**src/rtl/decode_stage.sv**
```systemverilog
// decode_stage: instruction register and decode stage behind the fetch/control block.
//
// Captures the instruction word on IRWrite and counts accepted instructions. Exposes the opcode
// and a generated immediate, and holds the condition register (CR) and stack pointer (SP). Also
// resolves the branch condition selected by BType.
//
// Optional feature macro: DECODE_ILLEGAL_TRAP_EN.
//   When defined, loading opcode 0xF sets a sticky Illegal flag and freezes IR/InstrCount.
//   When undefined, Illegal is tied to 0.
//
// Ports:
//   CLK, RST            clock, asynchronous active-high reset
//   IRWrite, MemData    instruction load strobe and memory read data
//   ALU1Result/2Result  ALU outputs (CR / SP sources)
//   CRWrite, CRSrc      CR load strobe and source select (ALU1, ALU2, MemData, Imm)
//   SPWrite             SP load strobe (source ALU2Result)
//   PCWriteCond, BType  branch resolve strobe and condition select
//   IR, Opcode, Imm     instruction register and decoded fields
//   CR, SP              architectural registers
//   BranchTaken         PCWriteCond AND selected condition
//   InstrCount          instructions accepted since reset (wraps)
//   Illegal             sticky illegal-opcode flag
module decode_stage #(
  parameter int unsigned           DATA_W   = 16,
  parameter logic [DATA_W-1:0]     SP_RESET = 16'hFFFE
) (
  input  logic              CLK,
  input  logic              RST,
  input  logic              IRWrite,
  input  logic [DATA_W-1:0] MemData,
  input  logic [DATA_W-1:0] ALU1Result,
  input  logic [DATA_W-1:0] ALU2Result,
  input  logic              CRWrite,
  input  logic [1:0]        CRSrc,
  input  logic              SPWrite,
  input  logic              PCWriteCond,
  input  logic [1:0]        BType,
  output logic [DATA_W-1:0] IR,
  output logic [3:0]        Opcode,
  output logic [DATA_W-1:0] Imm,
  output logic [DATA_W-1:0] CR,
  output logic [DATA_W-1:0] SP,
  output logic              BranchTaken,
  output logic [DATA_W-1:0] InstrCount,
  output logic              Illegal
);

  logic [DATA_W-1:0] ir_q, ir_d;
  logic [DATA_W-1:0] cr_q, cr_d;
  logic [DATA_W-1:0] sp_q, sp_d;
  logic [DATA_W-1:0] cnt_q, cnt_d;
  logic              ir_load;
  logic              cond;
  logic [DATA_W-1:0] imm;

`ifdef DECODE_ILLEGAL_TRAP_EN
  logic illegal_q, illegal_d;

  // Once trapped, further instruction loads are ignored until reset.
  assign ir_load = IRWrite & ~illegal_q;

  always_comb begin
    illegal_d = illegal_q;
    if (ir_load && (MemData[15:12] == 4'hF)) begin
      illegal_d = 1'b1;
    end
  end

  always_ff @(posedge CLK or posedge RST) begin
    if (RST) begin
      illegal_q <= 1'b0;
    end else begin
      illegal_q <= illegal_d;
    end
  end

  assign Illegal = illegal_q;
`else
  assign ir_load = IRWrite;
  assign Illegal = 1'b0;
`endif

  // Immediate generation from the registered IR; class chosen by Opcode[3:2].
  always_comb begin
    imm = '0;
    unique case (ir_q[15:14])
      2'b00:   imm = {{4{ir_q[11]}}, ir_q[11:0]};
      2'b01:   imm = {8'h00, ir_q[7:0]};
      2'b10:   imm = {{3{ir_q[11]}}, ir_q[11:0], 1'b0};
      default: imm = '0;
    endcase
  end

  // Branch condition uses the registered CR, so a same-cycle CR write is not seen.
  always_comb begin
    cond = 1'b0;
    unique case (BType)
      2'b00:   cond = (cr_q == '0);
      2'b01:   cond = (cr_q != '0);
      2'b10:   cond = cr_q[DATA_W-1];
      default: cond = 1'b1;
    endcase
  end

  always_comb begin
    ir_d  = ir_q;
    cnt_d = cnt_q;
    cr_d  = cr_q;
    sp_d  = sp_q;
    if (ir_load) begin
      ir_d  = MemData;
      cnt_d = cnt_q + 1'b1;
    end
    if (CRWrite) begin
      unique case (CRSrc)
        2'b00:   cr_d = ALU1Result;
        2'b01:   cr_d = ALU2Result;
        2'b10:   cr_d = MemData;
        default: cr_d = imm; // immediate of the IR held before this edge
      endcase
    end
    if (SPWrite) begin
      sp_d = ALU2Result;
    end
  end

  always_ff @(posedge CLK or posedge RST) begin
    if (RST) begin
      ir_q  <= '0;
      cr_q  <= '0;
      sp_q  <= SP_RESET;
      cnt_q <= '0;
    end else begin
      ir_q  <= ir_d;
      cr_q  <= cr_d;
      sp_q  <= sp_d;
      cnt_q <= cnt_d;
    end
  end

  assign IR          = ir_q;
  assign Opcode      = ir_q[15:12];
  assign Imm         = imm;
  assign CR          = cr_q;
  assign SP          = sp_q;
  assign InstrCount  = cnt_q;
  assign BranchTaken = PCWriteCond & cond;

endmodule

```
**config.mk**
```make
export PLATFORM = sky130hd
export DESIGN_NAME = decode_stage
export DESIGN_NICKNAME = d
export VERILOG_FILES = /design/src/rtl/decode_stage.sv
export SDC_FILE = /design/constraint.sdc
export NUM_CORES = 1
export LEC_CHECK = 0
export CAP_MARGIN = 20
export CORE_ASPECT_RATIO = 0.7
export CORE_MARGIN = 1
export CORE_UTILIZATION = 46
export CTS_BUF_LIST = sky130_fd_sc_hd__clkbuf_8
export DETAILED_ROUTE_END_ITERATION = 10
export PLACE_DENSITY = 0.9
export SYNTH_ARGS = -nofsm -noshare
export SYNTH_HDL_FRONTEND = slang
export SYNTH_SLANG_ARGS = --single-unit
```
**constraint.sdc**
```tcl
create_clock -name CLK -period 2.9 [get_ports CLK]
set_clock_uncertainty 0.1 [all_clocks]
set_input_delay 0.29 -clock CLK [delete_from_list [all_inputs] [get_ports CLK]]
set_output_delay 0.29 -clock CLK [all_outputs]
set_load 0.01 [all_outputs]
```
==> metrics.csv, run 1 <==
metric;value;unit
chipHeight;71.3;µm
wl_per_cell;18.5;µm
setup_violations;0;
drt_pass1_iterations;4;
ys_seq_area_share;51.4;%
finalSetupTns;0;ns
cp_data_arrival_time;2.33;ns
power.internal;0.00193;W
r2r_end;CR[2];
combPwrFrac;29.5;%
grt.met1_usage;34.4;%
stdcell_count;488;
areaGrowthSynthToFinish;52.0;%
cts_hold_buf;0;
drc_errors;0;
die_area;0.00720;mm²
track_usage;26.8;%
top_usage_layer;met2;
p_per_area;568;mW/mm²
p_switching;0.000787;W
crit_type;flop to output port;
dpl.cell_count;472;
max_freq;368;MHz
dieWidth;101;µm
hp-class;input pin to asynchronous set/reset pin;
critPathTopFamily;simple AND/OR/NAND/NOR gates;
hold_viol;0;
viasPerCell;5.32;
cts_tree;done;
crit_path_start_kind;flop;
yosysWarnings;0;
postSynthAreaPerCell;12.4;µm²
finalCritPeriodShare;93.8;%
layout_commonest_cell;clkdlybuf4s50_1;
grt_overflow;0;
hpwl;6810;µm
path_cells;nor4_1 > nand4_1 > o41ai_1 > clkdlybuf4s50_1;
clockBufferDepth;2;
antenna_found_initial;0;
synthesis.area;0.00315;mm²
grt_pass1_vias;2694;
cts_buffers;9;
fill_cells;464;
rr_worst_depth;4;
nNetsFinal;451;
drt_iter0_markers;115;
clock-sinks;64;
crit_buf_inv;1;
status;finished, final reports clean;
p_clk_share;27.4;%
synth_cell_types;37;
clkTransAtPathRegs;0.07;ns
cpPeakStageDelay;0.60;ns
crit_path_start;CR[0];
grt_first_pass_wirelength;14100;µm
drive_above_1_share;21.2;%
core_area;0.00643;mm²
rows;24;
swShare;28.9;%
cp_max_fo;3;
final_cell_mix;clkdlybuf4s50_1, dfrtp_1, mux2_2;
gp_congestion;0.784;
max-slew-margin-rel;50.4;%
grt_max_degree;38;
cts_htree_levels;3;
cts-root-buf;clkbuf_8;
worst_pin_slew;0.741;ns
critPathCaptureType;output port;
syn-num-nets;313;
utilization;74.6;%
rsz0062_at_grt;false;
setup.worst_path.end;BranchTaken;
cts_resized;0;
vias;2597;
maxSlewViolCount;0;
period_needed;2.72;ns
maxCapViolCount;0;
ir_worst_vdd;0.415;mV
wl;9010;µm
ios;144;
start_util;49.1;%
timing.rr.start;IR[15];
syn_inst;254;
met3_usage;9.27;%
p_seq_share;43.1;%
p_leak;1.97;nW
required;2.51;ns
postRouteAntennaNets;0;
synth_seq_cells;64;
insertedDiodeCount;0;
port-buffer-count;142;
grtUsageMet2;44.0;%
clk_latency;0.35;ns
cp_slowest_cell;clkdlybuf4s50_1;
cts_setup_buffers;0;
path_depth;4;
reg2reg_slack;0.74;ns
==> logic make-up after synthesis <==
logic type	synth area share, %
AO/OA/AOI/OAI	7.46
XOR/XNOR	4.16
adder cells (fa/ha/maj)	0.397
buffers and inverters	5.28
flip-flops	51.4
multiplexers	22.6
other	0.119
AND/OR/NAND/NOR	8.57
==> per-layer routing <==
metal,share of wire (%),vias to the layer above
met1,43,1274
met4,1.0,0
met5,0,-
met3,8.5,9
met2,48,132
li1,-,1182
==> power by group through the flow <==
stage	registers, W	logic (W)	clock network (W)
after floorplan	0.00121	0.000306	0
after global placement	0.00118	0.000791	0
after detailed placement	0.00118	0.000806	0
after CTS	0.00117	0.000811	0.000763
after global routing	0.00119	0.000855	0.000804
final	0.00117	0.000803	0.000747
==> sequential cells by signal (all words and copies together), names as in the netlist <==
name	cells
CR	16
InstrCount	16
SP	16
IR	16
==> Yosys cell counts <==
master	number	area share, %
dfrtp_1	49	39
mux2_2	36	13
nor2_1	24	2.9
dfstp_2	15	12
mux2i_1	14	4.4
nand2_1	13	1.5
xnor2_1	10	2.8
buf_4	8	1.9
a21oi_1	7	1.1
nand4_1	7	1.4
a221oi_1	6	1.7
clkbuf_1	6	0.71
o21ai_0	6	0.95
a22o_1	5	1.4
buf_6	5	1.8
mux4_2	5	3.6
xor2_1	5	1.4
inv_1	4	0.48
o22a_1	4	1.1
nor2b_1	3	0.60
nor4_1	3	0.60
a22o_2	2	0.63
buf_1	2	0.24
mux2_4	2	0.95
a21bo_2	1	0.32
and2_0	1	0.20
and3_1	1	0.20
buf_2	1	0.16
conb_1	1	0.12
ha_1	1	0.40
mux4_1	1	0.83
nand3_1	1	0.16
nor2b_4	1	0.44
nor3_1	1	0.16
o41ai_1	1	0.28
or3_1	1	0.20
or4_1	1	0.24
==> per-stage QoR <==
step / setup slack (ns) / hold slack (ns) / power [W] / instance area (µm²)
floorplan: 0.913 / 0.311 / 0.00152 / 3150
global placement: 0.594 / 0.357 / 0.00197 / 4600
detailed placement: 0.471 / 0.364 / 0.00199 / 4600
CTS: 0.221 / 0.248 / 0.00274 / 4790
finish: 0.181 / 0.239 / 0.00272 / 4790
global route: 0.163 / 0.288 / 0.00285 / 4790
==> how the worst min path moves through the flow <==
stage	depth (start not counted)	to	slack, ns
after global routing	2	InstrCount[15]	0.29
after floorplan	2	IR[15]	0.31
final	2	InstrCount[15]	0.24
after detailed placement	1	InstrCount[15]	0.36
after global placement	1	InstrCount[15]	0.36
after CTS	2	InstrCount[3]	0.25
==> area by class of cell <==
type                       instances  area [µm²]  area share, %
clock buffer                      10         138           2.87
multi-input combinational        164        1370           28.5
sequential                        64        1620           33.8
inverter                           4        15.0          0.313
clock inverter                     6        52.6           1.10
tap                               91         114           2.38
timing repair buffer             149        1490           31.0
Note: power is estimated with default switching activity, not from simulation.
==> run 2, diff against run 1 <==
==> constraint.sdc (replaced) <==
create_clock -name CLK -period 3.5 [get_ports CLK]
set_clock_uncertainty 0.1 [all_clocks]
set_input_delay 0.35 -clock CLK [delete_from_list [all_inputs] [get_ports CLK]]
set_output_delay 0.35 -clock CLK [all_outputs]
set_load 0.01 [all_outputs]
==> run 2 against run 1 <==
Net effect:
- global-route usage fell by 1.1 points
- sequential power fell by 17%
- first-iteration DRC count fell by 21%
- setup slack improved by 0.56 ns
- design area fell by 0.89%
- die area did not move
==> metrics.csv, run 2 (synthesized netlist as in run 1, its figures left out) <==
metric;value;unit;change
max_freq;363;MHz;
cpPeakStageDelay;0.60;ns;about the same
wl;8810;µm;was 9010 µm
path_cells;nor4_1 > nand4_1 > o41ai_1 > clkdlybuf4s50_1;;unchanged
rows;24;;unchanged
hpwl;6680;µm;was 6810 µm
chipHeight;71.3;µm;unchanged
drc_errors;0;;unchanged
core_area;0.00643;mm²;unchanged
p_leak;1.95;nW;was 1.97 nW
final_cell_mix;clkdlybuf4s50_1, dfrtp_1, mux2_2;;unchanged
power.internal;0.00153;W;was 0.00193 W
dieWidth;101;µm;unchanged
p_clk_share;25.1;%;was 27.4%
nNetsFinal;450;;was 451
postRouteAntennaNets;0;;unchanged
insertedDiodeCount;0;;unchanged
cp_max_fo;3;;unchanged
grt_max_degree;24;;was 38
cts-root-buf;clkbuf_8;;unchanged
finalSetupTns;0;ns;unchanged
max-slew-margin-rel;36.2;%;was 50.4%
clk_latency;0.34;ns;was 0.35 ns
status;finished, final reports clean;;unchanged
drive_above_1_share;21.0;%;was 21.2%
hp-class;input pin to asynchronous set/reset pin;;unchanged
hold_viol;0;;unchanged
dpl.cell_count;471;;was 472
maxCapViolCount;0;;unchanged
viasPerCell;5.30;;was 5.32
ios;144;;unchanged
track_usage;25.7;%;was 26.8%
wl_per_cell;18.1;µm;was 18.5 µm
rsz0062_at_grt;false;;unchanged
grt_pass1_vias;2603;;was 2694
drt_pass1_iterations;4;;unchanged
register_area;0.00162;mm²;unchanged
crit_type;flop to output port;;unchanged
combPwrFrac;30.3;%;was 29.5%
areaGrowthSynthToFinish;50.6;%;was 52.0%
swShare;29.8;%;was 28.9%
maxSlewViolCount;0;;unchanged
cp_data_arrival_time;2.31;ns;was 2.33 ns
vias;2583;;was 2597
setup_violations;0;;unchanged
cts_setup_buffers;0;;unchanged
multiInputGateArea;0.00137;mm²;unchanged
cts_tree;done;;unchanged
start_util;49.1;%;unchanged
p_seq_share;44.6;%;was 43.1%
p_switching;0.000648;W;was 0.000787 W
cts_buffers;9;;unchanged
period_needed;2.76;ns;
cts_hold_buf;0;;unchanged
clockBufferDepth;2;;unchanged
port-buffer-count;142;;unchanged
grt_first_pass_wirelength;13700;µm;was 14100 µm
critPathTopFamily;simple AND/OR/NAND/NOR gates;;unchanged
crit_path_start_kind;flop;;unchanged
p_per_area;458;mW/mm²;was 568 mW/mm²
cp_slowest_cell;clkdlybuf4s50_1;;unchanged
required;3.05;ns;was 2.51 ns
drt_iter0_markers;91;;was 115
clkTransAtPathRegs;0.07;ns;about the same
cts_resized;0;;unchanged
crit_buf_inv;1;;unchanged
power;0.00218;W;was 0.00272 W
finalCritPeriodShare;78.8;%;
die_area;0.00720;mm²;unchanged
layout_commonest_cell;clkdlybuf4s50_1;;unchanged
antenna_found_initial;0;;unchanged
fill_cells;497;;was 464
critPathCaptureType;output port;;unchanged
ir_worst_vdd;0.339;mV;was 0.415 mV
cts_htree_levels;3;;unchanged
clock-sinks;64;;unchanged
grt_overflow;0;;unchanged
worst_pin_slew;0.955;ns;was 0.741 ns
stdcell_count;487;;was 488
gp_congestion;0.773;;was 0.784
run 2: changes by cell type in the layout (fill, tap and decap cells not counted):
| cell | previous run | this run |
|---|---|---|
| buf_12 | 1 | 0 |
| bufinv_16 | 1 | 0 |
| clkinvlp_4 | 0 | 1 |
run 2: path summary, 6_finish.rpt:
check | from | to | slack [ns] | depth (start not counted)
max | CR[0] | BranchTaken | 0.74 | 4
min | RST | CR[13] | 0.23 | 2
max reg2reg | IR[15] | CR[2] | 1.34 | 4
min reg2reg | InstrCount[15] | InstrCount[15] | 0.39 | 1
max in group asynchronous | RST | SP[4] | 2.34 | 3
min in group CLK | InstrCount[15] | InstrCount[15] | 0.39 | 1
run 2: power by group through the flow:
stage | registers (W) | logic [W] | clock network [W]
after floorplan | 0.00101 | 0.000254 | 0
after global placement | 0.000977 | 0.000651 | 0
after detailed placement | 0.000982 | 0.000663 | 0
after CTS | 0.000970 | 0.000666 | 0.000559
after global routing | 0.000990 | 0.000705 | 0.000595
final | 0.000971 | 0.000661 | 0.000546
run 2: per-layer routing:
layer | GRT usage (%) | vias up | wire length [µm]
li1 | - | 1197 | -
met1 | 33.4 | 1271 | 3820
met2 | 42.6 | 107 | 4230
met3 | 7.80 | 8 | 688
met4 | 5.80 | 0 | 67
met5 | 0 | - | 0
run 2: cell type report:
class / count / area share (%)
multi-input cells: 164 / 28.8
flip-flops and latches: 64 / 34.1
well taps: 91 / 2.40
inverters: 4 / 0.316
repair buffers: 148 / 30.9
clock buffers: 10 / 2.90
clock inverters: 6 / 0.632
run 2: stage by stage:
step | utilization [%] | instance area (µm²) | setup slack (ns) | hold WS (ns)
floorplan | - | 3150 | 1.48 | 0.371
global placement | 71.3 | 4580 | 1.05 | 0.358
detailed placement | 71.3 | 4580 | 0.876 | 0.390
CTS | 73.9 | 4750 | 0.765 | 0.240
global route | 73.9 | 4750 | 0.664 | 0.275
finish | 73.9 | 4750 | 0.743 | 0.232
==> run 3, diff against run 2 <==
--- a/config.mk
+++ b/config.mk
@@ -8,10 +8,10 @@
 export CAP_MARGIN = 20
 export CORE_ASPECT_RATIO = 0.7
 export CORE_MARGIN = 1
-export CORE_UTILIZATION = 46
+export CORE_UTILIZATION = 39
 export CTS_BUF_LIST = sky130_fd_sc_hd__clkbuf_8
 export DETAILED_ROUTE_END_ITERATION = 10
-export PLACE_DENSITY = 0.9
+export PLACE_DENSITY = 0.81
 export SYNTH_ARGS = -nofsm -noshare
 export SYNTH_HDL_FRONTEND = slang
 export SYNTH_SLANG_ARGS = --single-unit
==> constraint.sdc (replaced) <==
create_clock -name CLK -period 2.35 [get_ports CLK]
set_clock_uncertainty 0.1 [all_clocks]
set_input_delay 0.235 -clock CLK [delete_from_list [all_inputs] [get_ports CLK]]
set_output_delay 0.235 -clock CLK [all_outputs]
set_load 0.01 [all_outputs]
==> run 3 against run 2 <==
Net effect:
- highest routed layer unchanged
- die area up 18%
- count of clock-buffer cells in the layout shrank 1
- sequential power up 49%
- non-clock buffer count up 7
- sequential cell count unchanged
- largest cell class unchanged
- first-iteration DRC count up 33%
- hold slack got worse by 0.034 ns
- power is 54% higher
- the flow now finishes with violations (design-rule violations)
- utilization fell by 12 points
- register-to-register slack got worse by 0.94 ns
- combinational power is 53% higher
==> metrics.csv, run 3 (synthesized netlist as in run 1, its figures left out) <==
metric;value;unit;change
status;complete, but fails checks;;was finished, final reports clean
gp_congestion;0.800;;was 0.773
drive_above_1_share;23.1;%;was 21.0%
multiInputGateArea;0.00139;mm²;was 0.00137 mm²
grt_first_pass_wirelength;14300;µm;was 13700 µm
vias;2591;;was 2583
utilization;62.1;%;was 73.9%
p_per_area;690;mW/mm²;was 458 mW/mm²
maxSlewViolCount;0;;unchanged
insertedDiodeCount;0;;unchanged
cpPeakStageDelay;0.41;ns;was 0.60 ns
fill_cells;647;;was 497
cp_slowest_cell;dfrtp_1;;was clkdlybuf4s50_1
drt_pass1_iterations;7;;was 4
setup.worst_path.end;BranchTaken;;unchanged
ios;144;;unchanged
wl_per_cell;18.3;µm;was 18.1 µm
viasPerCell;5.14;;was 5.30
cts_buffers;9;;unchanged
cts_tree;done;;unchanged
ir_worst_vdd;0.574;mV;was 0.339 mV
rows;27;;was 24
cts_htree_levels;3;;unchanged
timing.rr.start;IR[15];;unchanged
crit_path_start_kind;flop;;unchanged
clock-sinks;64;;unchanged
clkTransAtPathRegs;0.07;ns;about the same
drt_iter0_markers;121;;was 91
drc_errors;2;;was 0
hpwl;6770;µm;was 6680 µm
hold_viol;0;;unchanged
rsz0062_at_grt;false;;unchanged
required;2.02;ns;was 3.05 ns
cp_data_arrival_time;1.91;ns;was 2.31 ns
core_area;0.00784;mm²;was 0.00643 mm²
track_usage;22.8;%;was 25.7%
port-buffer-count;142;;unchanged
die_area;0.00846;mm²;was 0.00720 mm²
cp_max_fo;3;;unchanged
rr_worst_depth;4;;unchanged
path_cells;nor4_1 > nand4_1 > o41ai_2 > clkbuf_2;;was nor4_1 > nand4_1 > o41ai_1 > clkdlybuf4s50_1
cts-root-buf;clkbuf_8;;unchanged
reg2reg_slack;0.40;ns;was 1.34 ns
layout_commonest_cell;clkdlybuf4s50_1;;unchanged
r2r_end;CR[5];;was CR[2]
hp-class;input pin to asynchronous set/reset pin;;unchanged
power;0.00336;W;was 0.00218 W
p_leak;2.01;nW;was 1.95 nW
max_freq;445;MHz;
start_util;40.2;%;was 49.1%
design_area;0.00487;mm²;was 0.00475 mm²
finalSetupTns;0;ns;unchanged
grt_max_degree;65;;was 24
clockBufferDepth;2;;unchanged
grt_overflow;0;;unchanged
areaGrowthSynthToFinish;54.3;%;was 50.6%
chipHeight;77.2;µm;was 71.3 µm
wl;9230;µm;was 8810 µm
finalCritPeriodShare;95.6;%;
maxCapViolCount;0;;unchanged
postRouteAntennaNets;0;;unchanged
grt_pass1_vias;2640;;was 2603
setup_violations;0;;unchanged
violations;design-rule violations;;
critPathCaptureType;output port;;unchanged
period_needed;2.25;ns;
clk_latency;0.34;ns;about the same
placed_area;0.00467;mm²;was 0.00458 mm²
nNetsFinal;457;;was 450
dieWidth;109;µm;was 101 µm
final_cell_mix;clkdlybuf4s50_1, dfrtp_1, mux2_2;;unchanged
crit_type;flop to output port;;unchanged
register_area;0.00162;mm²;unchanged
crit_path_start;CR[5];;was CR[0]
antenna_found_initial;0;;unchanged
==> run 3: per-stage QoR <==
stage	hold WS, ns	worst slack [ns]	instances
2_1_floorplan	0.256	0.363	254
3_3_place_gp	0.366	0.167	488
3_5_place_dp	0.365	-0.0790	488
4_1_cts	0.221	0.0269	504
5_1_grt	0.237	0.00344	504
6_report	0.198	0.105	504
==> run 3: power by group <==
group	internal, W	switching, W
sequential	0.00127	0.000172
clock	0.000473	0.000427
combinational	0.000620	0.000391
total	0.00237	0.000990
==> run 3: cell type report <==
class	count	share of cell area, %
clock buffers	9	2.55
clock inverters	7	1.16
inverters	4	0.309
multi-input cells	164	28.5
flip-flops and latches	64	33.3
well taps	101	2.60
repair buffers	155	31.6
==> run 3: critical path, delay by kind of cell (launching register included) <==
kind / cells / cell delay, ns
simple gates: 2 / 0.58
buf+inv: 1 / 0.20
flops: 1 / 0.41
compound gates: 1 / 0.38
==> run 3: worst min path at each step <==
stage                         from        endpoint
floorplan              MemData[15]          IR[15]
global route                   RST  InstrCount[15]
finish                         RST  InstrCount[15]
CTS                            RST  InstrCount[15]
global placement    InstrCount[15]  InstrCount[15]
detailed placement  InstrCount[15]  InstrCount[15]
==> run 3: metal layers <==
layer  GRT usage (%)  part of all wire [%]  wire [µm]  vias to the layer above
met5               0                     0          0                        -
met4            5.33                   1.2        107                        0
met3            7.40                   7.1        651                        8
met2            36.4                    47       4330                       97
met1            30.0                    45       4140                     1288
li1                -                     -          -                     1198
==> run 3: what timing repair did <==
| item | in CTS | in global routing |
|---|---|---|
| hold buffers | 0 | 0 |
| setup endpoints to repair | 1 | 1 |
| gates cloned | 0 | 0 |
| buffers inserted | 0 | 0 |
| gates resized for setup | 2 | 5 |
| pin swaps | 0 | 1 |
